<file path="config.mk">
export PLATFORM = sky130hd
export DESIGN_NAME = pipe_ctrl
export DESIGN_NICKNAME = d
export VERILOG_FILES = /design/src/rtl/pipe_ctrl.sv
export SDC_FILE = /design/constraint.sdc
export NUM_CORES = 1
export LEC_CHECK = 0
export CORE_MARGIN = 10
export CORE_UTILIZATION = 50
export DETAILED_ROUTE_END_ITERATION = 12
export PLACE_DENSITY = 0.94
export RECOVER_POWER = 25
export SLEW_MARGIN = 20
export SYNTH_ARGS = -nofsm -noshare
export SYNTH_HDL_FRONTEND = slang
export SYNTH_SLANG_ARGS = --single-unit
</file>
<file path="constraint.sdc">
create_clock -name clk -period 6.7 [get_ports clk]
set_clock_uncertainty 0.1 [all_clocks]
set_input_delay 2.01 -clock clk [delete_from_list [all_inputs] [get_ports clk]]
set_output_delay 2.01 -clock clk [all_outputs]
set_load 0.05 [all_outputs]
</file>
<file path="src/rtl/pipe_ctrl.sv">
`default_nettype none
// ============================================================================
//  Module   : pipe_ctrl
//  Purpose  : Pipeline hazard controller. Produces per-stage stall/flush
//             enables from stall, redirect and exception requests, and runs
//             a RUN/DRAIN/SLEEP/WAKE low-power sequencer for WFI. Also keeps
//             a stall-timeout watchdog and a saturating stall-cycle counter.
//  Revision : 1.0 - initial release
// ============================================================================
module pipe_ctrl #(
  parameter int NUM_STAGES = 5,
  parameter int TIMEOUT    = 255
) (
  input  logic                  clk,
  input  logic                  rst,
  input  logic [NUM_STAGES-1:0] stall_req,
  input  logic [NUM_STAGES-1:0] redirect_req,
  input  logic                  excp_flag,
  input  logic                  wfi_req,
  input  logic [NUM_STAGES-1:0] stage_valid,
  input  logic                  irq_pending,
  output logic [NUM_STAGES-1:0] stall,
  output logic [NUM_STAGES-1:0] flush,
  output logic [1:0]            ctrl_state,
  output logic                  timeout_pulse,
  output logic [31:0]           stall_cycles
);

  localparam logic [1:0] c_RUN   = 2'd0;
  localparam logic [1:0] c_DRAIN = 2'd1;
  localparam logic [1:0] c_SLEEP = 2'd2;
  localparam logic [1:0] c_WAKE  = 2'd3;

  localparam int              c_CNT_W   = $clog2(TIMEOUT + 1);
  localparam logic [c_CNT_W-1:0] c_CNT_LAST = c_CNT_W'(TIMEOUT - 1);

  logic [1:0]            r_state;
  logic [1:0]            w_nextState;
  logic [c_CNT_W-1:0]    r_toCnt;
  logic                  r_timeoutPulse;
  logic [31:0]           r_stallCycles;

  logic [NUM_STAGES-1:0] w_reqEff;
  logic [NUM_STAGES-1:0] w_stallRaw;
  logic [NUM_STAGES-1:0] w_redirFlush;
  logic [NUM_STAGES-1:0] w_runStall;
  logic [NUM_STAGES-1:0] w_bubble;
  logic [NUM_STAGES-1:0] w_runFlush;

  // Stage 0 never matters for sleep entry: it is held and bubbled in DRAIN.
  logic w_unused;
  assign w_unused = stage_valid[0];

  // Normal-flow hazard resolution: an older stall holds every younger
  // register, a redirect flushes everything younger and beats the stall,
  // and a bubble goes in just above the (post-redirect) stall boundary.
  // DRAIN reuses this with fetch forcibly held so older stages keep moving.
  always_comb begin
    w_reqEff = stall_req;
    if (r_state == c_DRAIN) begin
      w_reqEff[0] = 1'b1;
    end
    for (int k = 0; k < NUM_STAGES; k++) begin
      w_stallRaw[k]   = |(w_reqEff >> k);
      w_redirFlush[k] = |(redirect_req >> (k + 1));
    end
    w_runStall  = w_stallRaw & ~w_redirFlush;
    w_bubble    = '0;
    for (int k = 1; k < NUM_STAGES; k++) begin
      w_bubble[k] = w_runStall[k-1] & ~w_runStall[k];
    end
    w_runFlush = w_redirFlush | w_bubble;
  end

  // Final stall/flush selection: reset and exception dominate, then state.
  always_comb begin
    stall = '0;
    flush = '0;
    if (rst || excp_flag) begin
      flush = '1;
    end else begin
      case (r_state)
        c_RUN: begin
          stall = w_runStall;
          flush = w_runFlush;
        end
        c_DRAIN: begin
          stall    = w_runStall;
          flush    = w_runFlush;
          flush[1] = 1'b1;
        end
        c_SLEEP: begin
          stall = '1;
        end
        default: begin
          flush[0] = 1'b1;
        end
      endcase
    end
  end

  // Sequencer next-state: an interrupt in DRAIN skips SLEEP entirely.
  always_comb begin
    w_nextState = r_state;
    if (excp_flag) begin
      w_nextState = c_RUN;
    end else begin
      case (r_state)
        c_RUN: begin
          if (wfi_req) w_nextState = c_DRAIN;
        end
        c_DRAIN: begin
          if (irq_pending) begin
            w_nextState = c_WAKE;
          end else if (stage_valid[NUM_STAGES-1:1] == '0) begin
            w_nextState = c_SLEEP;
          end
        end
        c_SLEEP: begin
          if (irq_pending) w_nextState = c_WAKE;
        end
        default: begin
          w_nextState = c_RUN;
        end
      endcase
    end
  end

  // Sequencer state register.
  always_ff @(posedge clk) begin
    if (rst) begin
      r_state <= c_RUN;
    end else begin
      r_state <= w_nextState;
    end
  end

  // Watchdog: counts consecutive RUN cycles with fetch held and pulses on
  // the cycle after the TIMEOUT-th one, restarting from zero.
  always_ff @(posedge clk) begin
    if (rst || excp_flag || (r_state != c_RUN) || !stall[0]) begin
      r_toCnt        <= '0;
      r_timeoutPulse <= 1'b0;
    end else if (r_toCnt == c_CNT_LAST) begin
      r_toCnt        <= '0;
      r_timeoutPulse <= 1'b1;
    end else begin
      r_toCnt        <= r_toCnt + 1'b1;
      r_timeoutPulse <= 1'b0;
    end
  end

  // Saturating count of every cycle that holds fetch, in any state.
  always_ff @(posedge clk) begin
    if (rst) begin
      r_stallCycles <= '0;
    end else if (stall[0] && (r_stallCycles != 32'hFFFF_FFFF)) begin
      r_stallCycles <= r_stallCycles + 32'd1;
    end
  end

  assign ctrl_state    = r_state;
  assign timeout_pulse = r_timeoutPulse;
  assign stall_cycles  = r_stallCycles;

endmodule
`default_nettype wire

</file>
==> impl_metrics.ini <==
[synthesis]
synth_compound_area_share_pct = 18.3
synth_async_sr_flop_share_pct = 0
synthSimpleGateAreaFrac_pct = 32.3
synth-main-ff-cell = dfxtp_1
synthAdderAreaFrac_pct = 3.52
syn_area_per_cell_um2 = 8.53
synth.largest_area_cell = dfxtp_1
syn_inst = 292
ys.warnings.count = 0
ys_seq_elements = 43
yosys-top-cells-area = dfxtp_1 35%, nor2_1 5.3%, a21oi_1 4.6%
synth_top_area_share_pct = 34.6
synth_edf_count = 0
synthMuxAreaShare_pct = 2.26
syn_nets = 319
synth_xor_area_share_pct = 3.16
syn-cell-area_mm2 = 0.00249
yosysSeqAreaShare_pct = 34.6
synth_cell_types = 57
synth_top_family_by_area = simple AND/OR/NAND/NOR gates

[clock_network]
tritoncts.num_buffers = 5
clock_sinks = 43
htree_levels = 2
cts_setup_buffers = 0
ctsRootBufferMaster = clkbuf_8
cts_tree = built
clkTransAtPathRegs_ns = 0.08
cts-resized-gates = 0
clock_path_buffers = 2
hold_buffers = 0
clkLatencyLatePin_ns = 0.30

[route]
wire_per_inst_um = 16.5
via_count = 2483
drt_iter0_drc = 179
viasPerCell = 5.95
drtPass1Iterations = 4
route.detailed.drc = 0
wl_um = 6870
postRouteAntennaNets = 0

[critical_path]
crit_path_start_kind = primary input
cp.arrival_ns = 3.82
r2r_start = ctrl_state[1]
path_class = in -> out
rr_worst_depth = 8
required_ns = 4.59
cp-end-kind = output port
cp_max_fo = 8
regToRegEndpoint = stall_cycles[1]
r2r_slack_ns = 3.75

[placement]
io_buffers = 62
post-place-ws_ns = 0.774
placed_cell_area_mm2 = 0.00313
dp_hpwl_um = 5070
gp_congestion = 0.822
dp.cells = 409

[global_route]
antenna_found_initial = 0
gr-total-overflow = 0
grt_usage_pct = 16.9
grt_pass1_wl_um = 12000
grt_pass1_vias = 2546
grt_max_degree = 38

[timing]
rsz0062_at_grt = false
maxSlewViolCount = 0
relSlewSlack_pct = 44.4
timing.final.ws_setup_ns = 0.774
min_period_ns = 5.93
setup_viol = 0
max_freq_mhz = 169
worst_hold_slack_ns = 0.403
tns_ns = 0
fin_crit_sh_pct = 88.4
tightest_slew_ns = 0.831
finalHoldViolCount = 0

[pwr]
pwr-share-comb_pct = 9.8
power.internal_uw = 428
clockPowerShare_pct = 43.4
seq_power_share_pct = 46.8
power_density_mw_per_mm2 = 169
peakVddDrop_mv = 0.134
switchingPower_uw = 123
swShare_pct = 22.3
leakage_nw = 1.12

[hold_path]
min_from = stall_cycles[13]
min_delay_path_depth = 2
holdPathEnd = stall_cycles[13]
hold_class = reg -> reg

[finish]
final_cells = 417
area_delta_synth_final_pct = 31.1
drive_gt1_share_pct = 10.3
stdcell_area_mm2 = 0.00327
diodes = 0
nets = 376

[floorplanning]
dieHeight_um = 90.6
coreArea_mm2 = 0.00479
die_w_um = 90.6
io-pin-count = 65
start_util_pct = 52.1
dieArea_mm2 = 0.00821
num_rows = 25

[job]
maxCapViolCount = 0

[run_status]
status = finished, final reports clean
-- cell families after synthesis --
family,after synthesis
flip-flops,43
buffers and inverters,23
AND/OR/NAND/NOR,138
adder cells (fa/ha/maj),7
AO/OA/AOI/OAI,67
XOR/XNOR,9
multiplexers,5
-- Yosys cell counts, drive strengths merged (4+ instances only) --
| master | instances |
|---|---|
| o31ai | 16 |
| dfxtp | 43 |
| ha | 7 |
| and4 | 4 |
| or3 | 8 |
| or4 | 15 |
| buf | 10 |
| a21oi | 24 |
| xor2 | 6 |
| nor2 | 35 |
| nand3 | 17 |
| nor4 | 8 |
| nor3 | 12 |
| nand2 | 13 |
| and3 | 5 |
| o21ai | 9 |
| nand4 | 11 |
| inv | 10 |
-- metrics by stage --
step           util [%]  power, mW
3_5_place_dp       65.5      0.318
3_3_place_gp       65.5      0.316
2_1_floorplan         -      0.294
5_1_grt            68.2      0.569
6_report           68.2      0.551
4_1_cts            68.2      0.554
-- cell type report --
cell class              count  area [um^2]
clock buffers               6         72.6
clock inverters             2         60.1
fillers                   375         1520
inverters                  10         37.5
multi-input cells         226         1490
flip-flops and latches     43          861
well taps                  67         83.8
repair buffers             63          666
-- routing by layer --
metal	part of all wire (%)	up-vias	GRT usage [%]
li1	-	1226	-
met1	40	1161	19.2
met2	50	83	28.5
met3	7.6	13	6.15
met4	1.9	0	5.84
met5	0	-	0
-- worst max-delay path: stages --
cell and delay, ns:
clkdlybuf4s50_1 0.47, or4_4 0.60, o221ai_2 0.38, inv_2 0.17
buf_12 0.19
-- placed cells by master, fill, tap and decap left out, types with 4 or more instances in the layout --
| master | synthesis | routed |
|---|---|---|
| a21oi_1 | 23 | 23 |
| and3_1 | 5 | 5 |
| buf_12 | 0 | 5 |
| buf_4 | 1 | 6 |
| clkbuf_8 | 1 | 5 |
| clkdlybuf4s50_1 | 0 | 30 |
| dfxtp_1 | 43 | 43 |
| dlygate4sd3_1 | 0 | 22 |
| ha_1 | 7 | 7 |
| inv_1 | 9 | 9 |
| nand2_1 | 13 | 13 |
| nand3_1 | 17 | 17 |
| nand4_1 | 10 | 10 |
| nor2_1 | 35 | 35 |
| nor3_1 | 11 | 11 |
| nor4_1 | 4 | 4 |
| o21ai_0 | 4 | 4 |
| o21ai_1 | 5 | 5 |
| o31ai_1 | 15 | 15 |
| or3_1 | 6 | 6 |
| or4_1 | 14 | 14 |
| xor2_1 | 6 | 6 |
-- how the worst max path moves through the flow --
stage,startpoint,end,cells after the start
2_1_floorplan,stall_req[3],flush[4],2
3_3_place_gp,stall_req[3],stall[0],5
3_5_place_dp,stall_req[3],stall[0],5
4_1_cts,stall_req[3],stall[0],5
5_1_grt,stall_req[3],stall[0],5
6_report,stall_req[3],stall[0],5
-- state kept, by name, summed over array words and instances (netlist names) --
register	cells
ctrl_state	2
r_toCnt	8
stall_cycles	32
timeout_pulse	1
-- power groups by stage --
stage	sequential [mW]	clock, mW	combinational (mW)
6_report	0.258	0.239	0.0543
3_5_place_dp	0.264	0	0.0544
2_1_floorplan	0.266	0	0.0284
5_1_grt	0.258	0.253	0.0578
4_1_cts	0.258	0.241	0.0545
3_3_place_gp	0.264	0	0.0526
(Power assumes the default switching activity.)
